[src/rtl/ltm_3wire_pkg.sv]
// Shared types and frame layout for the LTM 3-wire configuration responder.
package ltm_3wire_pkg;

  typedef enum logic [2:0] {
    S_IDLE,
    S_ADDR,
    S_RW,
    S_TA,
    S_DATA,
    S_HOLD
  } state_t;

  localparam int unsigned CNT_W      = 4;
  localparam int unsigned ADDR_BITS  = 6;
  localparam int unsigned RW_POS     = 6;
  localparam int unsigned TA_POS     = 7;
  localparam int unsigned DATA_POS   = 8;
  localparam int unsigned FRAME_BITS = 16;

endpackage

[src/rtl/sync_edge_det.sv]
// Multi-stage synchronizer for one asynchronous pin with rise/fall pulses.
module sync_edge_det #(
  parameter int unsigned STAGES  = 2,
  parameter logic        RST_VAL = 1'b0
) (
  input  logic clk,
  input  logic rst,
  input  logic d,
  output logic level,
  output logic rise_c,
  output logic fall_c
);

  logic [STAGES-1:0] chain;
  logic              prev;
  logic [STAGES:0]   fill;

  // fill masks edges while reset values are still flushing out of the chain
  always_ff @(posedge clk) begin
    if (rst) begin
      chain <= {STAGES{RST_VAL}};
      prev  <= RST_VAL;
      fill  <= '0;
    end else begin
      chain <= {chain[STAGES-2:0], d};
      prev  <= chain[STAGES-1];
      fill  <= {fill[STAGES-1:0], 1'b1};
    end
  end

  assign level  = chain[STAGES-1];
  assign rise_c = fill[STAGES] & level & ~prev;
  assign fall_c = fill[STAGES] & ~level & prev;

endmodule

[src/rtl/ltm_3wire_slave.sv]
// LTM panel 3-wire bus responder: decodes 16-bit frames into writes/reads
// of an internal register file and drives read data back onto SDA.
module ltm_3wire_slave
  import ltm_3wire_pkg::*;
#(
  parameter int unsigned ADDR_W      = 6,
  parameter int unsigned DATA_W      = 8,
  parameter int unsigned SYNC_STAGES = 2
) (
  input  logic              iCLK,
  input  logic              iRST,
  input  logic              i3WIRE_SCLK,
  input  logic              i3WIRE_SCEN,
  input  logic              i3WIRE_SDAT,
  output logic              o3WIRE_SDAT,
  output logic              o3WIRE_SDAT_OE,
  output logic              oREG_WE,
  output logic [ADDR_W-1:0] oREG_ADDR,
  output logic [DATA_W-1:0] oREG_WDATA,
  output logic              oFRAME_ERR,
  output logic              oBUSY,
  input  logic [ADDR_W-1:0] iDBG_ADDR,
  output logic [DATA_W-1:0] oDBG_DATA
);

  localparam int unsigned DEPTH = 2 ** ADDR_W;

  logic scen, scen_rise, scen_fall;
  logic sclk_rise, sclk_fall, sdat;
  logic unused_sclk_level, unused_sdat_rise, unused_sdat_fall;

  sync_edge_det #(.STAGES(SYNC_STAGES), .RST_VAL(1'b1)) u_scen (
    .clk(iCLK), .rst(iRST), .d(i3WIRE_SCEN),
    .level(scen), .rise_c(scen_rise), .fall_c(scen_fall)
  );
  sync_edge_det #(.STAGES(SYNC_STAGES), .RST_VAL(1'b1)) u_sclk (
    .clk(iCLK), .rst(iRST), .d(i3WIRE_SCLK),
    .level(unused_sclk_level), .rise_c(sclk_rise), .fall_c(sclk_fall)
  );
  sync_edge_det #(.STAGES(SYNC_STAGES), .RST_VAL(1'b0)) u_sdat (
    .clk(iCLK), .rst(iRST), .d(i3WIRE_SDAT),
    .level(sdat), .rise_c(unused_sdat_rise), .fall_c(unused_sdat_fall)
  );

  state_t             state, state_nxt;
  logic [CNT_W-1:0]   cnt;
  logic [ADDR_W-1:0]  addr_sr, reg_addr;
  logic [DATA_W-1:0]  data_sr, rd_sr, reg_wdata, dbg_data;
  logic [DATA_W-1:0]  regs [DEPTH];
  logic               rw, busy, sdo, oe, reg_we, frame_err;
  logic               bit_c, commit_c, err_c;
  logic [DATA_W-1:0]  wdata_c;

  // busy is SCEN low as seen one cycle earlier, so an SCLK edge that lands
  // together with the SCEN fall is not counted
  assign bit_c   = sclk_rise & busy;
  assign wdata_c = {data_sr[DATA_W-2:0], sdat};

  always_ff @(posedge iCLK) begin
    if (iRST) state <= S_IDLE;
    else      state <= state_nxt;
  end

  always_comb begin
    state_nxt = state;
    commit_c  = 1'b0;
    err_c     = 1'b0;
    case (state)
      S_IDLE: if (scen_fall) state_nxt = S_ADDR;
      S_ADDR: if (bit_c && cnt == CNT_W'(ADDR_BITS - 1)) state_nxt = S_RW;
      S_RW:   if (bit_c && cnt == CNT_W'(RW_POS)) state_nxt = S_TA;
      S_TA:   if (bit_c && cnt == CNT_W'(TA_POS)) state_nxt = S_DATA;
      S_DATA: if (bit_c && cnt == CNT_W'(FRAME_BITS - 1)) begin
        state_nxt = S_HOLD;
        commit_c  = ~rw;
      end
      S_HOLD: state_nxt = S_HOLD;
      default: state_nxt = S_IDLE;
    endcase
    if (state != S_IDLE && scen_rise) begin
      state_nxt = S_IDLE;
      commit_c  = 1'b0;
      err_c     = (state != S_HOLD);
    end
  end

  always_ff @(posedge iCLK) begin
    if (iRST) begin
      cnt       <= '0;
      addr_sr   <= '0;
      data_sr   <= '0;
      rd_sr     <= '0;
      rw        <= 1'b0;
      busy      <= 1'b0;
      sdo       <= 1'b0;
      oe        <= 1'b0;
      reg_we    <= 1'b0;
      frame_err <= 1'b0;
      reg_addr  <= '0;
      reg_wdata <= '0;
      dbg_data  <= '0;
      for (int i = 0; i < DEPTH; i++) regs[i] <= '0;
    end else begin
      busy      <= ~scen;
      reg_we    <= commit_c;
      frame_err <= err_c;
      dbg_data  <= regs[iDBG_ADDR];

      if (state == S_IDLE && scen_fall) cnt <= '0;
      else if (bit_c && state != S_IDLE && state != S_HOLD) cnt <= cnt + CNT_W'(1);

      if (bit_c && state == S_ADDR) addr_sr <= {addr_sr[ADDR_W-2:0], sdat};
      if (bit_c && state == S_RW)   rw      <= sdat;
      if (bit_c && state == S_DATA) data_sr <= wdata_c;

      if (commit_c) begin
        regs[addr_sr] <= wdata_c;
        reg_addr      <= addr_sr;
        reg_wdata     <= wdata_c;
      end

      // read data leaves on SCLK falls; snapshot taken on the fall after TA
      if (state == S_DATA && sclk_fall && busy && rw) begin
        if (cnt == CNT_W'(DATA_POS)) begin
          sdo      <= regs[addr_sr][DATA_W-1];
          rd_sr    <= regs[addr_sr] << 1;
          oe       <= 1'b1;
          reg_addr <= addr_sr;
        end else begin
          sdo   <= rd_sr[DATA_W-1];
          rd_sr <= rd_sr << 1;
        end
      end
      if ((state == S_HOLD && sclk_fall && busy) || scen_rise) begin
        oe  <= 1'b0;
        sdo <= 1'b0;
      end
    end
  end

  assign o3WIRE_SDAT    = sdo;
  assign o3WIRE_SDAT_OE = oe;
  assign oREG_WE        = reg_we;
  assign oREG_ADDR      = reg_addr;
  assign oREG_WDATA     = reg_wdata;
  assign oFRAME_ERR     = frame_err;
  assign oBUSY          = busy;
  assign oDBG_DATA      = dbg_data;

endmodule
[config.mk]
export PLATFORM = sky130hd
export DESIGN_NAME = ltm_3wire_slave
export DESIGN_NICKNAME = d
export VERILOG_FILES = /design/src/rtl/ltm_3wire_pkg.sv /design/src/rtl/sync_edge_det.sv /design/src/rtl/ltm_3wire_slave.sv
export SDC_FILE = /design/constraint.sdc
export NUM_CORES = 1
export LEC_CHECK = 0
export CAP_MARGIN = 0
export CORE_MARGIN = 2
export CORE_UTILIZATION = 45
export DETAILED_ROUTE_END_ITERATION = 8
export SLEW_MARGIN = 25
export SYNTH_ARGS = -nofsm -noshare
export SYNTH_HDL_FRONTEND = slang
export SYNTH_SLANG_ARGS = --single-unit
[constraint.sdc]
create_clock -name iCLK -period 8.6 [get_ports iCLK]
set_clock_uncertainty 0.15 [all_clocks]
set_input_delay 1.29 -clock iCLK [delete_from_list [all_inputs] [get_ports iCLK]]
set_output_delay 1.29 -clock iCLK [all_outputs]
set_load 0.02 [all_outputs]
==> impl_metrics.toml <==
[worst_hold_path]
min_path_cells = 1
hold_class = "flip-flop to flip-flop"
worstHoldStart = "u_scen.chain[0]$_SDFF_PP1_"
hold_end = "u_scen.chain[1]$_SDFF_PP1_"

[power_and_ir_drop]
peakVddDrop_mv = 0.1139
seqPwrFrac_pct = 50.3
p_sw_share_pct = 23.08
power_density_mw_per_mm2 = 197.0
p_total_mw = 6.598
p_int_mw = 5.075
power.leakage_nw = 10.81
power_frac_clock_pct = 43.1
net-switching-power_mw = 1.523
combPwrFrac_pct = 6.6

[timing]
slew_headroom_pct = 29.60
hold_viol = 0
finalCriticalPeriod_ps = 4331
slew_viol_final = 0
setup-tns-final_ps = 0
grt_setup_unrepaired = "no"
setup_violations = 0
period_share_pct = 50.36
max_freq_ghz = 0.2309
worst_hold_slack_ps = 261.0
setup_slack_ps = 4269
worst_slew_pin_slew_ps = 1056

[worst_setup_path]
rr_startpoint = "state[1]$_SDFFE_PP0P_"
cp-start-kind = "primary input"
cp.required_ps = 8670
reg2regPathDepth = 5
startpoint = "iRST"
endpoint_kind = "flip-flop"
reg2reg_slack_ps = 4510
critical_path_class = "primary input to flip-flop"
crit_path_max_fanout = 50
r2r_end = "regs[61][4]$_SDFFCE_PN0P_"
cp.arrival_ps = 4400

[cts]
path_clk_slew_ps = 50
cts_buffers = 66
post-cts-setup-buffers = 0
cts.repair.resized = 0
cts.htree.levels = 3
clk_latency_ps = 630
cts.sinks = 584
clockBufferDepth = 3
cts_hold_buffers = 0
cts_tree = "done"
clockRootBuffer = "clkbuf_16"

[floorplan]
initial_utilization_pct = 45.24
dieArea_mm2 = 0.06937
die_x_um = 263.4
core_area_mm2 = 0.06692
boundaryPins = 38
die_h_um = 263.4
fp-row-count = 95

[finish]
fin_cells = 2898
final_util_pct = 50.04
fillers = 5511
drive_above_1_share_pct = 23.67
nNetsFinal = 1991
finalInstanceArea_mm2 = 0.03349
area_growth_pct = 10.61

[global_route]
grt_antenna_before_repair = 1
grt_pass1_vias = 17890
grt_overflow = 0
grt_max_degree = 70
track_usage_pct = 26.47
grt_pass1_wl_um = 131800

[detailed_routing]
wl_per_cell_um = 31.49
viasPerCell = 6.420
drcViolationCount = 0
dr.pass1.iters = 5
drt_wl_total_um = 91260
ant_nets = 0
first_iter_violations = 2169
via_count = 18610

[place]
io_buffers = 37
gp_congestion = 0.8913
preCtsSetupSlack_ps = 3610
placed_cell_area_mm2 = 0.03134
dp_hpwl_um = 60180
dp_cells = 2781

[yosys]
synthTopCellsByCount = "and2_1, edfxtp_1, mux4_2"
seq_area_frac_synth_pct = 55.54
synth_area_leader_cell = "edfxtp_1"
synthCells = 2015
synthTopCellsByArea = "edfxtp_1, mux4_2, and2_1"
synth.net_count = 2030
synth_most_common_cell = "and2_1"
synth_top_area_share_pct = 50.78
synthArstFlopShare_pct = 0
yosysUniqueCellTypes = 52
synth_seq_cells = 584
syn_area_per_cell_um2 = 15.03
yosys_most_used_dff = "edfxtp_1"
ys_warn_count = 0
synth_area_mm2 = 0.03028
synth_edf_count = 512

[job]
drv_cap = 0

[outcome]
outcome = "finished, final reports clean"
## layer usage
| metal | global-route usage (%) | vias up | wire (µm) |
|---|---|---|---|
| met5 | 0 | - | 13 |
| met3 | 4.200 | 138 | 8515 |
| li1 | - | 7657 | - |
| met2 | 41.41 | 1060 | 42820 |
| met4 | 8.510 | 2 | 2805 |
| met1 | 38.23 | 9748 | 37110 |
## power groups by stage
| stage | clock network (mW) | registers (mW) | logic [mW] |
|---|---|---|---|
| finish | 2.84 | 3.32 | 0.434 |
| global route | 2.97 | 3.33 | 0.451 |
| CTS | 2.87 | 3.32 | 0.432 |
| detailed placement | 0 | 3.37 | 0.430 |
| global placement | 0 | 3.37 | 0.423 |
| floorplan | 0 | 3.31 | 0.292 |
## critical path, cell delays in order
cell and delay [ps]:
buf_2 100, buf_4 270, a21oi_1 640, nand4_1 800, buf_4 460, o21ai_0 810
## worst max path at each step
stage	endpoint
6_report	regs[61][4]$_SDFFCE_PN0P_
4_1_cts	regs[50][0]$_SDFFCE_PN0P_
3_5_place_dp	regs[10][2]$_SDFFCE_PN0P_
3_3_place_gp	regs[13][2]$_SDFFCE_PN0P_
2_1_floorplan	oDBG_DATA[1]$_SDFF_PP0_
5_1_grt	regs[61][7]$_SDFFCE_PN0P_
## placed cells by master (no fill, tap or decap), types with 6 or more instances in the layout
master and count:
and2_1 516, edfxtp_1 512, mux4_2 307, nor2_1 104, clkbuf_16 67, dfxtp_1 61, mux2i_1 52, o21ai_1 47
nand2_1 36, buf_4 35, clkdlybuf4s50_1 33, o21ai_0 22, a21oi_1 17, nand3_1 13, clkinv_2 12, nor3_1 12
clkinv_1 11, mux2_2 11, dfxtp_4 11, o22ai_1 10, clkbuf_1 9, nor2b_1 8, o21a_1 8, a221oi_1 8
o211ai_1 7, bufinv_16 7, or2_2 6
## cell type report
| cell class | count | area (µm²) | share of cell area (%) |
|---|---|---|---|
| antenna | 1 | 2.502 | 0.007472 |
| clock buffer | 77 | 1724 | 5.148 |
| clock inverter | 39 | 409.1 | 1.222 |
| inverter | 8 | 31.28 | 0.09341 |
| multi-input combinational | 1242 | 12700 | 37.91 |
| sequential | 584 | 16860 | 50.34 |
| tap | 873 | 1092 | 3.262 |
| timing repair buffer | 74 | 675.6 | 2.018 |
## kinds of logic after synthesis
logic type,count (synthesis),share of synthesized area (%)
AO/OA/AOI/OAI,132,2.608
AND/OR/NAND/NOR,731,14.02
flip-flops,584,55.54
buffers and inverters,189,2.554
adder cells (fa/ha/maj),4,0.1653
multiplexers,370,24.96
XOR/XNOR,5,0.1446
## state kept, by name (all words and copies together), names as in the netlist, 2 cells and up, named ones only
| signal | flops |
|---|---|
| u_scen.fill | 2 |
| u_scen.chain | 2 |
| data_sr | 7 |
| state | 3 |
| cnt | 4 |
| oREG_WDATA | 8 |
| u_sdat.chain | 2 |
| u_sclk.chain | 2 |
| oDBG_DATA | 8 |
| rd_sr | 7 |
| regs | 512 |
| oREG_ADDR | 6 |
| addr_sr | 6 |
No activity file was read; power rests on OpenSTA's default activity.
